[src/rtl/alu_pkg.sv]
`default_nettype none
// ============================================================================
// Module      : alu_pkg
// Description : Shared opcode constants, data width and driver FSM state
//               encoding for the 8-bit registered ALU and its command driver.
// Revision    : 1.0 - initial release
// ============================================================================
package alu_pkg;

   // Datapath width of the ALU operands and result
   localparam int DATA_W = 8;

   // ALU select codes that the driver needs to recognise by name
   localparam logic [3:0] ALU_ADD = 4'b0000;
   localparam logic [3:0] ALU_SUB = 4'b0001;
   localparam logic [3:0] ALU_MUL = 4'b0010;
   localparam logic [3:0] ALU_DIV = 4'b0011;

   // Command driver FSM states
   typedef enum logic [1:0] {
      IDLE = 2'd0,
      WAIT = 2'd1,
      RESP = 2'd2
   } drv_state_t;

endpackage : alu_pkg
`default_nettype wire

[src/rtl/alu_cmd_driver.sv]
`default_nettype none
// ============================================================================
// Module      : alu_cmd_driver
// Description : Valid/ready command front end for the registered ALU. Loads
//               operands, waits out the ALU latency, captures the result and
//               returns it as a tagged response. Divide-by-zero commands are
//               answered immediately with an error flag.
// Revision    : 1.0 - initial release
// ============================================================================
module alu_cmd_driver
   import alu_pkg::*;
#(
   parameter int ALU_LATENCY = 1,
   parameter int CNT_W       = 16
) (
   input  logic              clock,
   input  logic              reset,
   // command channel
   input  logic              cmd_valid,
   output logic              cmd_ready,
   input  logic [DATA_W-1:0] cmd_a,
   input  logic [DATA_W-1:0] cmd_b,
   input  logic [3:0]        cmd_op,
   // ALU side
   output logic [DATA_W-1:0] alu_a,
   output logic [DATA_W-1:0] alu_b,
   output logic [3:0]        alu_sel,
   input  logic [DATA_W-1:0] alu_out,
   input  logic              alu_carry,
   // response channel
   output logic              rsp_valid,
   input  logic              rsp_ready,
   output logic [DATA_W-1:0] rsp_data,
   output logic              rsp_carry,
   output logic [3:0]        rsp_op,
   output logic              rsp_err,
   output logic [CNT_W-1:0]  txn_count
);

   // A zero-latency ALU still needs a one-bit counter to exist
   localparam int               LAT_W    = (ALU_LATENCY < 1) ? 1 : $clog2(ALU_LATENCY + 1);
   localparam logic [LAT_W-1:0] LAT_LOAD = LAT_W'(ALU_LATENCY);

   drv_state_t        r_state;
   drv_state_t        w_next_state;
   logic [LAT_W-1:0]  r_lat_cnt;

   logic              w_accept;
   logic              w_div_zero;
   logic              w_capture;
   logic              w_complete;

   logic [DATA_W-1:0] r_alu_a;
   logic [DATA_W-1:0] r_alu_b;
   logic [3:0]        r_alu_sel;
   logic [DATA_W-1:0] r_rsp_data;
   logic              r_rsp_carry;
   logic [3:0]        r_rsp_op;
   logic              r_rsp_err;
   logic [CNT_W-1:0]  r_txn_count;

   // Next-state decode and the per-edge strobes that steer the datapath
   always_comb begin
      w_next_state = r_state;
      w_accept     = 1'b0;
      w_div_zero   = 1'b0;
      w_capture    = 1'b0;
      w_complete   = 1'b0;
      case (r_state)
         IDLE: begin
            if (cmd_valid) begin
               w_accept = 1'b1;
               if ((cmd_op == ALU_DIV) && (cmd_b == '0)) begin
                  w_div_zero   = 1'b1;
                  w_next_state = RESP;
               end else begin
                  w_next_state = WAIT;
               end
            end
         end
         WAIT: begin
            if (r_lat_cnt == '0) begin
               w_capture    = 1'b1;
               w_next_state = RESP;
            end
         end
         RESP: begin
            if (rsp_ready) begin
               w_complete   = 1'b1;
               w_next_state = IDLE;
            end
         end
         default: begin
            w_next_state = IDLE;
         end
      endcase
   end

   // State register and ALU latency down-counter
   always_ff @(posedge clock or posedge reset) begin
      if (reset) begin
         r_state   <= IDLE;
         r_lat_cnt <= '0;
      end else begin
         r_state <= w_next_state;
         if (w_accept && !w_div_zero) begin
            r_lat_cnt <= LAT_LOAD;
         end else if ((r_state == WAIT) && (r_lat_cnt != '0)) begin
            r_lat_cnt <= r_lat_cnt - 1'b1;
         end
      end
   end

   // Operand hold registers, response capture and completed-transaction count
   always_ff @(posedge clock or posedge reset) begin
      if (reset) begin
         r_alu_a     <= '0;
         r_alu_b     <= '0;
         r_alu_sel   <= '0;
         r_rsp_data  <= '0;
         r_rsp_carry <= 1'b0;
         r_rsp_op    <= '0;
         r_rsp_err   <= 1'b0;
         r_txn_count <= '0;
      end else begin
         if (w_accept) begin
            r_rsp_op <= cmd_op;
            if (w_div_zero) begin
               // ALU inputs are left alone so the ALU never sees the bad divide
               r_rsp_err   <= 1'b1;
               r_rsp_data  <= '0;
               r_rsp_carry <= 1'b0;
            end else begin
               r_alu_a   <= cmd_a;
               r_alu_b   <= cmd_b;
               r_alu_sel <= cmd_op;
            end
         end
         if (w_capture) begin
            r_rsp_data  <= alu_out;
            r_rsp_carry <= alu_carry;
            r_rsp_err   <= 1'b0;
         end
         if (w_complete) begin
            r_txn_count <= r_txn_count + 1'b1;
         end
      end
   end

   // Ready is forced low for as long as reset is held, not just at the edge
   assign cmd_ready = (r_state == IDLE) && !reset;
   assign rsp_valid = (r_state == RESP);

   assign alu_a     = r_alu_a;
   assign alu_b     = r_alu_b;
   assign alu_sel   = r_alu_sel;
   assign rsp_data  = r_rsp_data;
   assign rsp_carry = r_rsp_carry;
   assign rsp_op    = r_rsp_op;
   assign rsp_err   = r_rsp_err;
   assign txn_count = r_txn_count;

endmodule : alu_cmd_driver
`default_nettype wire

[config.mk]
export PLATFORM = sky130hd
export DESIGN_NAME = alu_cmd_driver
export DESIGN_NICKNAME = d
export VERILOG_FILES = /design/src/rtl/alu_pkg.sv /design/src/rtl/alu_cmd_driver.sv
export SDC_FILE = /design/constraint.sdc
export NUM_CORES = 1
export LEC_CHECK = 0
export CAP_MARGIN = 20
export CORE_MARGIN = 5
export CORE_UTILIZATION = 48
export CTS_BUF_LIST = sky130_fd_sc_hd__clkbuf_4 sky130_fd_sc_hd__clkbuf_8
export DETAILED_ROUTE_END_ITERATION = 16
export PLACE_DENSITY = 0.92
export SYNTH_ARGS = -nofsm -noshare
export SYNTH_HDL_FRONTEND = slang
export SYNTH_SLANG_ARGS = --single-unit
[constraint.sdc]
create_clock -name clock -period 4.2 [get_ports clock]
set_input_delay 0.63 -clock clock [delete_from_list [all_inputs] [get_ports clock]]
set_output_delay 0.63 -clock clock [all_outputs]
set_load 0.02 [all_outputs]
# After elaboration in Yosys (flattened, before gate mapping)
# Cells that the tools add are included.
# W data, S select, Z words.
# word_totals
regBits	53
input_bits	33
out_inout_bits	52
word_cells	58
# classes
addsub	2
n_eq_ne	6
n_mux	25
bitwise_logic	1
n_reduce_logical	14
# ops
cell	n
$mux W8	3
$mux W1	17
$add A16 B1 Y16 const B	1
$logic_not A8 Y1	1
$mux W2	4
$pmux W2 S3	1
$reduce_bool A2 Y1	3
$eq A4 B2 Y1 const B	1
$logic_and A1 B1 Y1	4
$ne A2 B2 Y1 const B	2
$reduce_and A2 Y1	2
$reduce_and A3 Y1	1
$eq A2 B1 Y1 const B	1
$eq A2 B2 Y1 const B	1
$logic_not A1 Y1	2
$logic_not A2 Y1	1
$ne A2 B1 Y1 const B	1
$not A1 Y1	1
$sub A1 B1 Y1 const B	1

# Longest topological paths before layout
# Gate-level depths: netlist (run 1).
# logic_depth
word_depth	8
depth_mapped	6
mapped_depth_nobuf	5

# Worst setup path before layout (run 1)
# OpenSTA, ideal clock, no wires.
# synth_timing
path_kind	input port to flip-flop
start	in cmd_b[0]
end	reg r_alu_a[0] (netlist: alu_a[0])
setup_ns	0.125
t_arrival_ns	1.955
slack_ns	2.120
path_stages	5
cell_sequence	or4_1 > nor3_2 > nor2_2 > buf_6 > mux2_4
# synth_between
elab_chain_cells	7
# synth_lines
item	line_no	source
from (decl)	alu_cmd_driver.sv:22	input logic [DATA_W-1:0] cmd_b,
$logic_not A8 Y1	alu_cmd_driver.sv:73	if ((cmd_op == ALU_DIV) && (cmd_b == '0)) begin
$logic_and A1 B1 Y1	alu_cmd_driver.sv:73	
$mux W1	alu_cmd_driver.sv:73	
$mux W1	alu_cmd_driver.sv:71	if (cmd_valid) begin
$mux W1	alu_cmd_driver.sv:69	case (r_state)
$not A1 Y1 (no source line)	-	
$reduce_and A2 Y1 (no source line)	-	
to (signal assigned)	alu_cmd_driver.sv:134	r_alu_a <= cmd_a;
to (decl)	alu_cmd_driver.sv:53	logic [DATA_W-1:0] r_alu_a;
# No other way between the ends.
# A chain may end at the register's enable or synchronous reset.

# Final worst setup path (run 1)
# layout_timing
start	in cmd_valid
end	reg r_alu_a[7] (netlist: alu_a[7])
# layout_between
elab_chain_cells	4
# layout_lines
item	line_no	source
from (decl)	alu_cmd_driver.sv:19	input logic cmd_valid,
$mux W1	alu_cmd_driver.sv:71	
$mux W1	alu_cmd_driver.sv:69	
$not A1 Y1 (no source line)	-	
$reduce_and A2 Y1 (no source line) *	-	
# Mark *: on every way between the ends. The rest lies on a longest branch, timed or not.

==> metrics.cfg, run 1 <==
[outcome]
outcome = completed

[critical_path]
cp-endpoint = alu_a[7]$_DFFE_PP0P_
crit-reg2reg-capture = alu_a[7]$_DFFE_PP0P_
cp.arrival_ns = 2.68
crit_type = input port to flop
rrSetupSlack_ns = 1.98
end_kind = flop
cp_max_fo = 17
r2r_cells = 4
cp.required_ns = 4.38
critPathLaunchType = input port
crit_path_start = cmd_valid
r2r-start = r_state[0]$_DFFE_PP0P_

[detailed_routing]
drt_first_pass_iters = 4
dr_wl_met3_microns = 266
vias_per_cell = 5.19
routedLengthMet1_microns = 2250
wl_microns = 5030
first_iter_violations = 76
antenna_left = 0
vias = 1573
wl_per_cell_microns = 16.6
top_layer_used = met4
drc = 0
met2_length_microns = 2470

[clock_tree]
cts_htree_levels = 2
root_buffer = clkbuf_8
post_cts_resized = 0
tritoncts = done
postCtsSetupRepairBufs = 0
clock_path_buffers = 2
clk-insertion-delay-late_ns = 0.30
cts_hold_buf = 0
cts.sinks = 53
cts_inserted_buffers = 5
clk_pin_slew_worst_paths_ns = 0.08

[timing]
worst_pin_slew_ns = 0.734
setup_tns_ns = 0
post-route-min-period_ns = 2.50
hold_viol_final = 0
fin_crit_sh_pct = 59.6
fmax_ghz = 0.400
skew_ns = 0.00384
setup_viol = 0
slew_viol_final = 0
max_slew_margin_pct = 50.9
rsz0062_at_grt = no
whs_ns = 0.472

[synth]
syn_nets = 197
synthArstFlopShare_pct = 100
synth_area_sq_mm = 0.00219
synth_edf_count = 0
synthCells = 163
ys_ff_latch = 53
syn_avg_cell_area_sq_um = 13.4
yosysSeqAreaShare_pct = 60.5
yosysUniqueCellTypes = 33
ys.flop_type = dfrtp_1
yosys_warnings = 0

[floorplanning]
die_x_microns = 77.6
core_area_sq_mm = 0.00438
start_util_pct = 50.0
rows = 24
ioPinCount = 85
die_area_sq_mm = 0.00602
die_h_microns = 77.6

[power_and_ir_drop]
p_leak_nw = 1.44
p_per_area_mw_per_mm2 = 691
vdd_drop_max_mv = 0.475

[layout]
drive_above_1_share_pct = 13.1
areaGrowthSynthToFinish_pct = 45.1
num-fill-cells = 308
layout.nets = 285
final_cell_mix = 84 x clkdlybuf4s50_1, 53 x dfrtp_1, 16 x mux2_4
antenna_cells = 0
final_common_cell = clkdlybuf4s50_1

[global_route]
grt_pass1_wl_microns = 8460
antenna_found_initial = 0
first_global_vias = 1643
overflow = 0
grt_max_degree = 54
track_usage_pct = 17.5

[flow_run]
cap_violations = 0

[min_path]
min_from = txn_count[15]$_DFFE_PP0P_
worstHoldPathType = flop to flop

[placed_design]
hpwl_microns = 3830
place.gp.congestion = 0.831
io_buffer_count = 84

[area by class of cell]
cell class / count / area (sq um) / share of cell area (%)
clock buffer: 7 / 90.1 / 2.83
sequential: 53 / 1330 / 41.7
tap: 52 / 65.1 / 2.05
multi-input combinational: 100 / 812 / 25.5
inverter: 5 / 18.8 / 0.590
timing repair buffer: 86 / 868 / 27.3
[Yosys cell counts (all sizes together), types with 2 or more instances]
library cell  number  share of area, %
inv                5              0.86
nand4              2              0.57
o21ai              2              0.46
or4                2              0.68
xnor2              8               3.2
xor2               7               2.8
and3               3              0.86
nor2              10               1.8
clkbuf             2              0.34
buf                3               1.3
mux2              19                12
nand3              6               1.4
a22o               9               3.6
nor4               2               1.3
nand2             15               2.6
dfrtp             53                61
nor3               4               1.1
[through the flow]
stage | cells | util [%] | worst slack [ns] | power (mW) | area [sq um]
after floorplan | 163 | - | 2.12 | 1.44 | 2190
after global placement | 295 | 70.0 | 1.47 | 1.89 | 3070
after detailed placement | 295 | 70.0 | 1.37 | 1.93 | 3070
after CTS | 302 | 72.1 | 1.69 | 2.22 | 3160
after global routing | 303 | 72.5 | 1.63 | 2.33 | 3180
final | 303 | 72.5 | 1.70 | 2.20 | 3180
[where the power goes]
group	leakage [nW]	internal (mW)	switching, mW	total [mW]
Combinational	0.734	0.574	0.491	1.06
Clock	0.0477	0.137	0.148	0.285
Sequential	0.661	0.704	0.144	0.848
Total	1.44	1.42	0.783	2.20
[critical path, cell delays in order]
cell and delay [ns]:
clkdlybuf4s50_1 0.47, or3b_1 0.48, nor2_2 0.36, buf_4 0.36, mux2_2 0.38
[sequential cells by signal, indices dropped and copies added (netlist names)]
signal	cells
alu_a	8
alu_b	8
alu_sel	4
r_lat_cnt	1
r_state	2
rsp_carry	1
rsp_data	8
rsp_err	1
rsp_op	4
txn_count	16
[cell families after synthesis]
kind of cell    share of synthesized area [%]
mux                                      12.5
compound gates                           5.14
fa+ha+maj                               0.571
buf+inv                                  2.45
flops                                    60.5
simple gates                             12.8
xor+xnor                                 5.99
[layer usage]
metal / track usage (%) / up-vias
met5: 0 / -
met1: 23.3 / 777
met4: 4.81 / 0
met2: 28.1 / 51
li1: - / 741
met3: 4.98 / 4
[worst min path at each step]
stage,endpoint,slack (ns),depth (start not counted)
2_1_floorplan,r_lat_cnt$_DFFE_PP0P_,0.47,1
3_5_place_dp,rsp_op[1]$_DFFE_PP0P_,0.47,2
4_1_cts,txn_count[15]$_DFFE_PP0P_,0.48,1
5_1_grt,txn_count[15]$_DFFE_PP0P_,0.49,1
3_3_place_gp,txn_count[15]$_DFFE_PP0P_,0.46,1
6_report,txn_count[15]$_DFFE_PP0P_,0.47,1
No activity file was read; power rests on OpenSTA's default activity.
==> inputs of run 2 (changes only) <==
--- a/config.mk
+++ b/config.mk
@@ -7,10 +7,10 @@
 export LEC_CHECK = 0
 export CAP_MARGIN = 20
 export CORE_MARGIN = 5
-export CORE_UTILIZATION = 48
+export CORE_UTILIZATION = 41
 export CTS_BUF_LIST = sky130_fd_sc_hd__clkbuf_4 sky130_fd_sc_hd__clkbuf_8
 export DETAILED_ROUTE_END_ITERATION = 16
-export PLACE_DENSITY = 0.92
+export PLACE_DENSITY = 0.84
 export SYNTH_ARGS = -nofsm -noshare
 export SYNTH_HDL_FRONTEND = slang
 export SYNTH_SLANG_ARGS = --single-unit
==> constraint.sdc (replaced) <==
create_clock -name clock -period 2.2 [get_ports clock]
set_input_delay 0.33 -clock clock [delete_from_list [all_inputs] [get_ports clock]]
set_output_delay 0.33 -clock clock [all_outputs]
set_load 0.02 [all_outputs]
==> metrics.cfg, run 2 (synthesized netlist as in run 1, its figures left out) <==
[power_and_ir_drop]
p_per_area_mw_per_mm2 = 1300  ; +88%
p_leak_nw = 1.49  ; +3.5%
power_mw = 4.27  ; +94%
vdd_drop_max_mv = 0.652  ; +37%

[detailed_routing]
first_iter_violations = 33  ; -57%
vias = 1604  ; +2.0%
drc = 0  ; unchanged
antenna_left = 0  ; unchanged
wl_per_cell_microns = 15.7  ; -5.7%
wl_microns = 5200  ; +3.4%
drt_first_pass_iters = 4  ; unchanged
vias_per_cell = 4.83  ; -6.9%

[global_route]
gr-usage-met2_pct = 25.7  ; -2.4 points
first_global_vias = 1677  ; +2.1%
use_met1_pct = 20.1  ; -3.2 points
grt_max_degree = 28  ; -48%
grt_pass1_wl_microns = 8680  ; +2.6%
top_usage_layer = met2
track_usage_pct = 15.7  ; -1.9 points
overflow = 0  ; unchanged
gr-usage-met3_pct = 3.07  ; -1.9 points
antenna_found_initial = 0  ; unchanged

[floorplanning]
start_util_pct = 42.6  ; -7.4 points
core_area_sq_mm = 0.00514  ; +17%
die_x_microns = 83.1  ; +7.1%
die_h_microns = 83.1  ; +7.1%
rows = 26  ; +8.3%
die_area_sq_mm = 0.00691  ; +15%
ioPinCount = 85  ; unchanged

[placed_design]
io_buffer_count = 84  ; unchanged
place.gp.congestion = 0.785  ; -5.4%
hpwl_microns = 3980  ; +4.0%
dpl_cell_area_sq_mm = 0.00319  ; +3.8%

[clock_tree]
cts.sinks = 53  ; unchanged
cts_inserted_buffers = 5  ; unchanged
post_cts_resized = 0  ; unchanged
clock_path_buffers = 2  ; unchanged
postCtsSetupRepairBufs = 0  ; unchanged
clk-insertion-delay-late_ns = 0.30  ; about the same
cts_hold_buf = 0  ; unchanged
tritoncts = done
cts_htree_levels = 2  ; unchanged
clk_pin_slew_worst_paths_ns = 0.09  ; about the same
root_buffer = clkbuf_8

[layout]
drive_above_1_share_pct = 16.8  ; +3.6 points
antenna_cells = 0  ; unchanged
final_cell_mix = 84 x clkdlybuf4s50_1, 53 x dfrtp_1, 16 x mux2_4
areaGrowthSynthToFinish_pct = 49.6
largest_register_ffs = 16  ; unchanged
finalInstanceArea_sq_mm = 0.00328  ; +3.1%
final_common_cell = clkdlybuf4s50_1
layout.nets = 295  ; +3.5%

[critical_path]
cp.arrival_ns = 1.66  ; -1.02 ns
cp.required_ns = 1.87  ; -2.51 ns
cp_max_fo = 7  ; -10
crit_type = flop to primary output
critPathLaunchType = flop
end_kind = primary output

[min_path]
worstHoldPathType = input port to async pin

[timing]
fin_crit_sh_pct = 90.3
skew_ns = 0.00363  ; -0.000209 ns
hold_viol_final = 0  ; unchanged
fmax_ghz = 0.503
rsz0062_at_grt = no
post-route-min-period_ns = 1.99
slew_viol_final = 0  ; unchanged
setup_viol = 0  ; unchanged
worst_pin_slew_ns = 0.706  ; -0.0289 ns
max_slew_margin_pct = 52.8  ; +1.9 points

[outcome]
outcome = completed

[flow_run]
cap_violations = 0  ; unchanged

[run 2: cell types whose count changed in the layout (fill, tap and decap cells not counted)]
cell,change
buf_4,+10
clkbuf_4,+2
clkbuf_8,-1
[run 2: final timing paths]
| check | startpoint | slack (ns) | depth (start not counted) | to |
|---|---|---|---|---|
| max in group asynchronous | reset | 1.52 | 3 | r_lat_cnt$_DFFE_PP0P_ |
| min in group clock | txn_count[15]$_DFFE_PP0P_ | 0.49 | 1 | txn_count[15]$_DFFE_PP0P_ |
| max | r_state[1]$_DFFE_PP0P_ | 0.21 | 3 | rsp_valid |
| max reg2reg | r_state[0]$_DFFE_PP0P_ | 0.32 | 4 | rsp_data[3]$_DFFE_PP0P_ |
| min reg2reg | txn_count[15]$_DFFE_PP0P_ | 0.49 | 1 | txn_count[15]$_DFFE_PP0P_ |
| min | reset | 0.43 | 3 | txn_count[1]$_DFFE_PP0P_ |
[run 2: per-layer routing]
layer  up-vias  share of wire, %
met4         0               2.0
met2        52                49
met1       786                45
met5         -                 0
li1        759                 -
met3         7               4.5
[run 2: power breakdown]
part	switching, mW	internal, mW	total (mW)
clock	0.292	0.264	0.556
combinational	0.944	1.15	2.09
sequential	0.277	1.34	1.62
[run 2: area by class of cell]
type	instances	area [sq um]
flip-flops and latches	53	1330
clock buffers	8	91.3
fillers	431	1860
inverters	5	18.8
well taps	70	87.6
multi-input cells	100	812
repair buffers	96	943
[run 2: worst max-delay path, stage by stage (launching register included)]
cell	delay, ns
dfrtp_1	0.49
inv_1	0.12
nor2_1	0.13
clkdlybuf4s50_1	0.62
[run 2: per-stage QoR]
step	setup slack [ns]	TNS, ns	instances	util [%]	hold slack, ns
6_report	0.213	0	332	63.8	0.431
3_3_place_gp	-0.0566	-1.37	324	62.0	0.463
4_1_cts	0.193	0	332	63.8	0.439
5_1_grt	0.130	0	332	63.8	0.467
2_1_floorplan	0.362	0	163	-	0.416
3_5_place_dp	-0.0853	-1.85	324	62.0	0.464
==> RTL change 1 (settings of run 1) <==
Set the package constant `DATA_W` to 10 (it was 8).
--- a/src/rtl/alu_pkg.sv
+++ b/src/rtl/alu_pkg.sv
@@ -8,7 +8,7 @@
 package alu_pkg;
 
    // Datapath width of the ALU operands and result
-   localparam int DATA_W = 8;
+   localparam int DATA_W = 10;
 
    // ALU select codes that the driver needs to recognise by name
    localparam logic [3:0] ALU_ADD = 4'b0000;
Ports: changed (6 resized); port bits go from 85 to 97. The function was not compared with the original's and may differ.
==> RTL change 1 against run 1 <==
  * Sequential cell count grew 6
  * Area after synthesis up 11%
  * Final cell count up 14%
  * Setup slack is essentially flat
  * Final area increased by 16%
  * Power grew 26%
  * Routed wire length is 11% higher
  * Hold slack improved by 0.022 ns
  * Fmax about the same
  * Largest power group unchanged
  * Highest routed layer unchanged
==> RTL change 1: results <==
logic_synthesis:
  synth_top_area_share: 0.6082
  syn_nets: 210
final_layout:
  clock_area_frac: 0.07039
  multi_input_area_um2: 878.3
  sh_seq_area: 0.3993
  drive_gt1_frac: 0.1727
  nFlopsAndLatches: 59
  fin_nets: 313
  nClkBuffers: 12
  buffers_excl_clock: 97
routing:
  met1Wirelength_mm: 2.311
  viasPerCell: 4.988
  routedWlPerCell_um: 16.24
  met3_length_um: 462
setup_path:
  path_delay_family: "buffers and inverters"
  r2r-start: "r_state[1]"
  critPathSlowestCell: "clkdlybuf4s50_1"
  r2r_slack_ns: 2.13
  arrival_ns: 1.87
global_route:
  grt_use_met2: 0.3005
  grt_pass1_wl_mm: 9.108
  grt_util_all_layers: 0.1885
  grt_use_met3: 0.06319
  first_global_vias: 1866
  grtUsageMet1: 0.2290
outcome:
  outcome: "finished, final reports clean"
power:
  ir_worst_vdd_uv: 434.3
  leakage_nw: 1.629
clock_tree:
  cts_buffers: 9
  htreeDepth: 3
placed_design:
  portBuffers: 96
## RTL change 1: changes by cell type in the layout (fill, tap and decap cells not counted), sizes merged, moves of 5 or more
cell           before  now
clkdlybuf4s50      84   96
nand2              15    9
clkbuf              7   12
mux2               19   25
dfrtp              53   59
## RTL change 1: cell families after synthesis
logic type	Yosys count	synth area share
AO/OA/AOI/OAI	20	0.05979
XOR/XNOR	15	0.05413
adder cells (fa/ha/maj)	1	0.005154
buffers and inverters	13	0.02989
flip-flops	59	0.6082
multiplexers	25	0.1438
AND/OR/NAND/NOR	37	0.09897
## RTL change 1: final timing paths
path | cells after the start | endpoint
max | 3 | cmd_ready
min | 1 | rsp_data[2]
max reg2reg | 4 | rsp_data[7]
min reg2reg | 1 | rsp_data[2]
max in group asynchronous | 3 | alu_sel[0]
min in group asynchronous | 2 | txn_count[3]
## RTL change 1: power groups by stage
stage / combinational [W] / sequential [W] / clock, W
6_report: 0.00119 / 0.000937 / 0.000654
5_1_grt: 0.00126 / 0.000973 / 0.000697
4_1_cts: 0.00121 / 0.000939 / 0.000667
3_5_place_dp: 0.00120 / 0.000940 / 0
3_3_place_gp: 0.00118 / 0.000936 / 0
2_1_floorplan: 0.000420 / 0.00118 / 0
## RTL change 1: stage by stage
step / instance area [um2] / total power (W) / util / setup WS (ns) / cells
floorplan: 2427 / 0.001599 / - / 2.114 / 170
global placement: 3437 / 0.002114 / 0.7135 / 1.527 / 329
detailed placement: 3437 / 0.002145 / 0.7135 / 1.497 / 329
CTS: 3697 / 0.002814 / 0.7675 / 1.695 / 345
global route: 3697 / 0.002929 / 0.7675 / 1.669 / 345
finish: 3697 / 0.002780 / 0.7675 / 1.698 / 345
==> RTL change 2 (settings of run 1) <==
Made on the original files. Re-encode `drv_state_t` (3 states) as one-hot, 3 bits wide.
--- a/src/rtl/alu_pkg.sv
+++ b/src/rtl/alu_pkg.sv
@@ -17,10 +17,10 @@
    localparam logic [3:0] ALU_DIV = 4'b0011;
 
    // Command driver FSM states
-   typedef enum logic [1:0] {
-      IDLE = 2'd0,
-      WAIT = 2'd1,
-      RESP = 2'd2
+   typedef enum logic [2:0] {
+      IDLE = 3'b001,
+      WAIT = 3'b010,
+      RESP = 3'b100
    } drv_state_t;
 
 endpackage : alu_pkg
Formal check against the unedited RTL: same outputs for any inputs over 10 cycles, from zero or initial values and one cycle with reset high; not proved beyond that.
==> RTL change 2 against run 1 <==
  * Count of clock-buffer cells in the layout is 2 lower
  * Routed wire length is 2.3% higher
  * Area after synthesis is 2.7% higher
  * Sequential cell count is 1 higher
  * Setup slack worse by 0.16 ns
  * Final area is 2.8% higher
  * Clock power is 21% higher
  * First-iteration DRC count is 13% lower
  * Synthesized cell count is 1.8% higher
  * Non-clock buffer count is 1 higher
  * Global-route usage is 0.21 points higher
  * Power is 5.1% lower
  * Sequential power is 3.5% lower
  * Critical path type is now input pin to primary output
==> RTL change 2: results <==
final_layout:
  fillCellCount: 348
  fin_nets: 289
  drive_gt1_frac: 0.1328
power:
  ir_worst_vdd_uv: 389.2
  leakage_nw: 1.443
logic_synthesis:
  yosysSeqAreaShare: 0.6009
  synthMuxAreaShare: 0.1317
  synth_xor_area_frac: 0.05837
  synth_compound_area_frac: 0.05781
  synth_fa_ha_area_frac: 0.005559
  synth_cell_types: 34
  yosys-top-cells-area: "dfrtp_1, mux2_4, xnor2_1, a22o_1, xor2_1"
  syn_nets: 200
  ys_top_cells_by_count: "dfrtp_1, mux2_4, nand2_1"
setup_path:
  critPathMaxFanout: 2
  arrival_ns: 2.04
global_route:
  grt_pass1_wl_mm: 8.466
  grtUsageMet1: 0.2201
  grt_util_all_layers: 0.1774
  grt_use_met2: 0.2997
  grt_max_degree: 55
  first_global_vias: 1726
  grt_use_met3: 0.05619
outcome:
  outcome: "finished, final reports clean"
routing:
  viasPerCell: 5.242
  drt-total-wl_mm: 5.147
  drtIter0Drc: 66
clock_tree:
  cts_buffers: 5
  path_clk_slew_ns: 0.09
placed_design:
  post-dp-hpwl_mm: 3.888
  place_area_um2: 3138
timing:
  skew_ns: 0.007002
  worst_pin_slew_ns: 0.7536
RTL change 2: cell types whose count changed after synthesis, moves of 3 or more:
cell,before,now
nand2_1,15,11
and2_1,0,3
and3_1,3,0
and4_1,0,3
RTL change 2: kinds of logic (layout without fill, tap and decap cells):
| kind of cell | Yosys count | in the layout |
|---|---|---|
| simple gates | 47 | 47 |
| mux | 21 | 21 |
| xor+xnor | 15 | 15 |
| fa+ha+maj | 1 | 1 |
| buf+inv | 11 | 101 |
| flops | 54 | 54 |
| compound gates | 17 | 17 |
RTL change 2: path summary, 6_finish.rpt:
kind,from,to,slack (ns),cells after the start
max,reset,cmd_ready,1.53,3
min,txn_count[7],txn_count[7],0.49,1
max reg2reg,r_state[1],rsp_data[2],1.85,4
min reg2reg,txn_count[7],txn_count[7],0.49,1
max in group asynchronous,reset,r_state[0],3.00,3
min in group asynchronous,reset,alu_b[4],0.63,2
RTL change 2: critical path: stages:
cell and delay, ns:
clkdlybuf4s50_1 0.45, nor4_1 0.28, clkdlybuf4s50_1 0.68
RTL change 2: power by group:
group	switching (W)	internal (W)
clock network	0.000166	0.000179
logic	0.000413	0.000511
registers	0.000121	0.000697
RTL change 2: final cells by class:
class,instances,area (um2),area share
Clock buffer,5,68.82,0.02104
Clock inverter,3,43.79,0.01339
Inverter,6,22.52,0.006886
Multi-Input combinational cell,101,839.6,0.2567
Sequential cell,54,1353,0.4135
Tap cell,54,67.56,0.02066
Timing Repair Buffer,87,875.8,0.2678
RTL change 2: metal layers:
metal  part of all wire  routed length, um
met5                  0                  0
met4              0.017                 85
met3              0.070                359
met2               0.49               2523
met1               0.42               2178
RTL change 2: stage by stage:
step	setup slack [ns]	power [W]	cells	hold WS (ns)
finish	1.534	0.002087	310	0.4905
global route	1.536	0.002187	310	0.5142
CTS	1.527	0.002103	309	0.4909
floorplan	2.107	0.001323	166	0.4727
detailed placement	1.417	0.001753	301	0.4682
global placement	1.477	0.001728	301	0.4601
